===== src/rtl/sha_pkg.sv =====
// sha_pkg: shared SHA-256 block width, packer FSM states and default message limit.
package sha_pkg;
  localparam int SHA_BLOCK_W = 512;
  localparam int BLK_BYTES = SHA_BLOCK_W / 8;
  localparam int DEF_MAX_BYTES = 55;
  typedef enum logic [1:0] {IDLE, COLLECT, PAD, OUT} state_t;
endpackage


===== src/rtl/uart_msg_packer.sv =====
// uart_msg_packer: collects UART bytes into one SHA-256 padded 512-bit block.
module uart_msg_packer
  import sha_pkg::*;
#(
  parameter int MAX_BYTES = DEF_MAX_BYTES,
  parameter bit TERM_EN = 1'b1,
  parameter logic [7:0] TERM_CHAR = 8'h0D
) (
  input  logic                   clk,
  input  logic                   rst,
  input  logic                   byte_valid,
  input  logic [7:0]             byte_data,
  output logic                   byte_rd,
  input  logic                   msg_end,
  output logic                   blk_valid,
  input  logic                   blk_ready,
  output logic [SHA_BLOCK_W-1:0] blk_data,
  output logic [5:0]             msg_len,
  output logic                   overflow,
  output logic                   busy
);
  localparam logic [5:0] MAX_L = 6'(MAX_BYTES);
  state_t      r_state;
  logic [7:0]  r_buf [BLK_BYTES];
  logic [5:0]  r_len;
  logic        r_ovf;
  logic        w_collect, w_pop, w_term, w_store, w_drop, w_end;
  logic [63:0] w_bits;
  assign w_collect = (r_state == IDLE) || (r_state == COLLECT);
  assign w_pop     = w_collect && byte_valid;
  assign w_term    = TERM_EN && (byte_data == TERM_CHAR);
  assign w_store   = w_pop && !w_term && (r_len < MAX_L);
  assign w_drop    = w_pop && !w_term && !(r_len < MAX_L);
  // A terminator byte closes the message exactly like an msg_end pulse.
  assign w_end     = w_collect && (msg_end || (w_pop && w_term));
  assign w_bits    = {55'd0, r_len, 3'd0};
  assign byte_rd   = w_pop && !rst;
  assign blk_valid = r_state == OUT;
  assign busy      = (r_state == PAD) || (r_state == OUT);
  assign msg_len   = r_len;
  assign overflow  = r_ovf;
  genvar g;
  for (g = 0; g < BLK_BYTES; g++) begin : g_blk
    assign blk_data[SHA_BLOCK_W-1-8*g -: 8] = r_buf[g];
  end
  always_ff @(posedge clk or posedge rst) begin
    if (rst) begin
      r_state <= IDLE;
      r_len   <= '0;
      r_ovf   <= 1'b0;
      for (int i = 0; i < BLK_BYTES; i++) r_buf[i] <= '0;
    end else if (w_collect) begin
      if (w_store) begin
        r_buf[r_len] <= byte_data;
        r_len        <= r_len + 6'd1;
      end
      if (w_drop) r_ovf <= 1'b1;
      else if (w_store && r_state == IDLE) r_ovf <= 1'b0;
      r_state <= w_end ? PAD : (w_store ? COLLECT : r_state);
    end else if (r_state == PAD) begin
      // Stale bytes from an earlier longer message are overwritten with zeros here.
      for (int i = 0; i < 56; i++) begin
        if (i == int'(r_len)) r_buf[i] <= 8'h80;
        else if (i > int'(r_len)) r_buf[i] <= 8'h00;
      end
      for (int i = 0; i < 8; i++) r_buf[56+i] <= w_bits[63-8*i -: 8];
      r_state <= OUT;
    end else if (blk_ready) begin
      r_state <= IDLE;
      r_len   <= '0;
    end
  end
endmodule


===== config.mk =====
export PLATFORM = sky130hd
export DESIGN_NAME = uart_msg_packer
export DESIGN_NICKNAME = d
export VERILOG_FILES = /design/src/rtl/sha_pkg.sv /design/src/rtl/uart_msg_packer.sv
export SDC_FILE = /design/constraint.sdc
export NUM_CORES = 1
export LEC_CHECK = 0
export CAP_MARGIN = 5
export CELL_PAD_IN_SITES_DETAIL_PLACEMENT = 0
export CELL_PAD_IN_SITES_GLOBAL_PLACEMENT = 2
export CORE_MARGIN = 2
export CORE_UTILIZATION = 37
export DETAILED_ROUTE_END_ITERATION = 16
export DONT_BUFFER_PORTS = 1
export GPL_TIMING_DRIVEN = 0
export PLACE_DENSITY_LB_ADDON = 0.05
export SLEW_MARGIN = 30
export SYNTH_ARGS = -nofsm -noshare
export SYNTH_HDL_FRONTEND = slang
export SYNTH_SLANG_ARGS = --single-unit

===== constraint.sdc =====
create_clock -name clk -period 17.6 [get_ports clk]
set_clock_uncertainty 0.2 [all_clocks]
set_input_delay 2.64 -clock clk [delete_from_list [all_inputs] [get_ports clk]]
set_output_delay 2.64 -clock clk [all_outputs]
set_load 0.02 [all_outputs]

==> impl_metrics.py <==
metrics = {
    "run": {
        "cap_violations": 0,
    },
    "final_layout": {
        "final-instance-count-excl-fill": 2718,
        "fin_util_pct": 42.8,
        "drive_gt1_share_pct": 14.8,
        "synthToLayoutAreaGrowth_pct": 14.4,
        "final_nets": 1923,
    },
    "die": {
        "die_x_um": 245,
        "rows": 88,
        "initial_core_util_pct": 37.4,
        "die_h_um": 245,
        "dieArea_mm2": 0.0602,
        "core_area_mm2": 0.0577,
        "pin_count": 535,
    },
    "timing": {
        "relSlewSlack_pct": 32.7,
        "min_period_ns": 6.49,
        "finalCritPeriodShare_pct": 36.9,
        "worst_pin_slew_ns": 1.01,
        "rsz0062_at_grt": "false",
        "max_clock_freq_mhz": 154,
        "finalSetupViolCount": 0,
        "final_hold_viol_count": 0,
        "slew_viol_final": 0,
        "whs_ns": 0.413,
        "fin_ws_ns": 11.11,
    },
    "power_and_ir_drop": {
        "comb_power_share_pct": 30.1,
        "p_clk_share_pct": 31.4,
        "p_per_area_mw_per_mm2": 160,
        "switchingPower_uw": 1630,
        "p_sw_share_pct": 41.4,
        "p_leak_uw": 0.0111,
        "total_power_uw": 3940,
        "peakVddDrop_mv": 0.0949,
        "p_seq_share_pct": 38.5,
        "p_int_uw": 2310,
    },
    "clock_tree": {
        "cts_resized": 0,
        "path_clk_slew_ns": 0.06,
        "clk_path_buf_depth": 3,
        "cts_setup_buffers": 0,
        "root_buffer": "clkbuf_16",
        "cts_tree": "yes",
        "cts_inserted_buffers": 56,
        "htree_levels": 2,
        "clock-sinks": 521,
        "holdBufCountCts": 0,
        "insertion_delay_ns": 0.64,
    },
    "yosys": {
        "synth_top_area_cell": "dfrtp_1",
        "yosys.area_share.adder_pct": 0.290,
        "synth-xor-area-share_pct": 0.0406,
        "ys_async_sr_fraction_pct": 100,
        "synthTopCellsByCount": "dfrtp_1 (521), nand2_1 (203), o21ai_0 (168), a22o_1 (104), o2bb2ai_1 (79)",
        "ys.warnings.count": 0,
        "seq_area_frac_synth_pct": 60.5,
        "synth-simple-area-share_pct": 11.7,
        "synthCells": 1840,
        "synth-seq-cells": 521,
        "syn-num-nets": 1858,
        "synthesis.area_mm2": 0.0216,
        "synth_top_cell_area_share_pct": 60.5,
        "synth_compound_area_share_pct": 18.6,
        "synth-edff-count": 0,
        "synth_most_common_cell": "dfrtp_1",
        "synthFlopType": "dfrtp_1",
        "synth_mux_area_share_pct": 5.96,
        "syn_area_per_cell_um2": 11.7,
        "synthTopCellsByArea": "dfrtp_1 (60%), a22o_1 (4.2%), o21ai_0 (3.9%)",
        "synth_cell_types": 85,
        "synth_top_family_by_area": "compound AO/OA/AOI/OAI gates",
    },
    "grt": {
        "grt_use_total_pct": 30.0,
        "grt_pass1_vias": 16400,
        "grt_pass1_wl_mm": 129,
        "grt_antenna_before_repair": 0,
        "grt_max_degree": 93,
        "overflow": 0,
    },
    "setup_path": {
        "crit_type": "in -> out",
        "crit_chain": "inv_8 > buf_16 > and2_1",
        "cp-start-kind": "input pin",
        "critPathArrivalTime_ns": 3.65,
        "cpMaxStageDelayCell": "and2_1",
        "slowest_delay_ns": 0.37,
        "critical_path.max_fanout": 62,
        "cp-end-kind": "output port",
        "crit_buf_inv": 2,
        "worst_ep_required_time_ns": 14.76,
        "path_delay_family": "buffers and inverters",
    },
    "outcome": {
        "status": "completed",
    },
    "drt": {
        "drt_first_pass_iters": 5,
        "antenna_left": 0,
        "drc": 0,
        "wl_per_cell_um": 33.6,
        "routed_via_density": 5.89,
        "drt_first_iter_violations": 1319,
        "drt-total-wl_mm": 91.4,
        "via_count": 16000,
    },
    "placed_design": {
        "dp_hpwl_mm": 67.4,
        "place_ws_ns": 11.10,
        "dp_cells": 2612,
        "portBuffers": 0,
        "gp_congestion": 0.958,
    },
    "hold_path": {
        "hold_path.class": "reg -> reg",
    },
}
[cells in the final DEF (no fill, tap or decap), types with 7 or more instances in the layout]
cell       synthesis  final
or3_1              7      7
clkbuf_16          0     56
nor3_1            15     14
mux2_1            29     29
mux2i_1           17     17
o221ai_2           7      7
o21ai_0          168    166
clkbuf_1          68     77
clkinv_2           0     16
a22o_1           104    104
nor2_1            76     75
nand3_1           51     51
a21oi_1           44     44
nor2b_1           18     18
dfrtp_1          521    521
clkbuf_8           0      9
o21ai_1            7      9
o311ai_0          12     12
mux2_2            70     70
nand2_1          203    203
o2bb2ai_1         79     79
inv_1             11     10
a22oi_1           11     11
o22ai_1           10     10
buf_2             46     46
and2_1            72     72
and3_1            12     12
a21o_1            13     13
o31ai_1           30     30
nand2b_1           8      8
nand3b_1           8      8
[power groups by stage]
stage | Combinational, uW | Sequential (uW) | Clock, uW
floorplan | 707 | 1490 | 0
global placement | 1160 | 1540 | 0
detailed placement | 1170 | 1540 | 0
CTS | 1170 | 1520 | 1260
global route | 1250 | 1530 | 1310
finish | 1190 | 1520 | 1240
[state kept, by name, summed over array words and instances (netlist names)]
register  count
blk_data    512
overflow      1
r_state       2
msg_len       6
[worst register-to-register path, cell delays in order, from the launching register on]
cell	delay (ns)
dfrtp_1	0.45
inv_1	0.39
clkbuf_1	0.67
clkbuf_1	0.64
nand2_1	0.36
nor2_1	0.46
clkbuf_1	0.57
a22o_1	0.23
[layout make-up]
| type | instances | area [um^2] |
|---|---|---|
| fill | 5552 | 33000 |
| sequential | 521 | 13000 |
| multi-input combinational | 1180 | 7950 |
| clock buffer | 74 | 1560 |
| tap | 765 | 957 |
| buffer | 127 | 579 |
| clock inverter | 31 | 360 |
| timing repair buffer | 7 | 173 |
| inverter | 12 | 52.6 |
| antenna | 1 | 2.50 |
[metal layers]
metal	global-route usage, %	up-vias	part of all wire, %
met3	9.24	172	8.8
met5	0	-	0
li1	-	6812	-
met1	39.0	8340	41
met2	47.4	684	46
met4	10.5	0	3.6
[final timing paths]
kind	start	endpoint	slack [ns]	cells after the start
max	rst	byte_rd	11.11	3
min	blk_data[202]	blk_data[202]	0.41	2
max reg2reg	r_state[1]	blk_data[322]	13.56	7
min reg2reg	blk_data[202]	blk_data[202]	0.41	2
max in group asynchronous	rst	blk_data[249]	13.92	4
min in group asynchronous	rst	blk_data[59]	1.65	1
[cell families after synthesis]
| group | Yosys count |
|---|---|
| flops | 521 |
| xor+xnor | 1 |
| mux | 116 |
| compound gates | 547 |
| fa+ha+maj | 5 |
| buf+inv | 139 |
| simple gates | 511 |
[per-stage QoR]
stage	cell area (um^2)	setup TNS (ns)
2_1_floorplan	21600	0
3_3_place_gp	22500	-2774.30
3_5_place_dp	22700	0
4_1_cts	24700	0
5_1_grt	24700	0
6_report	24700	0
Note: power is estimated with default switching activity, not from simulation.
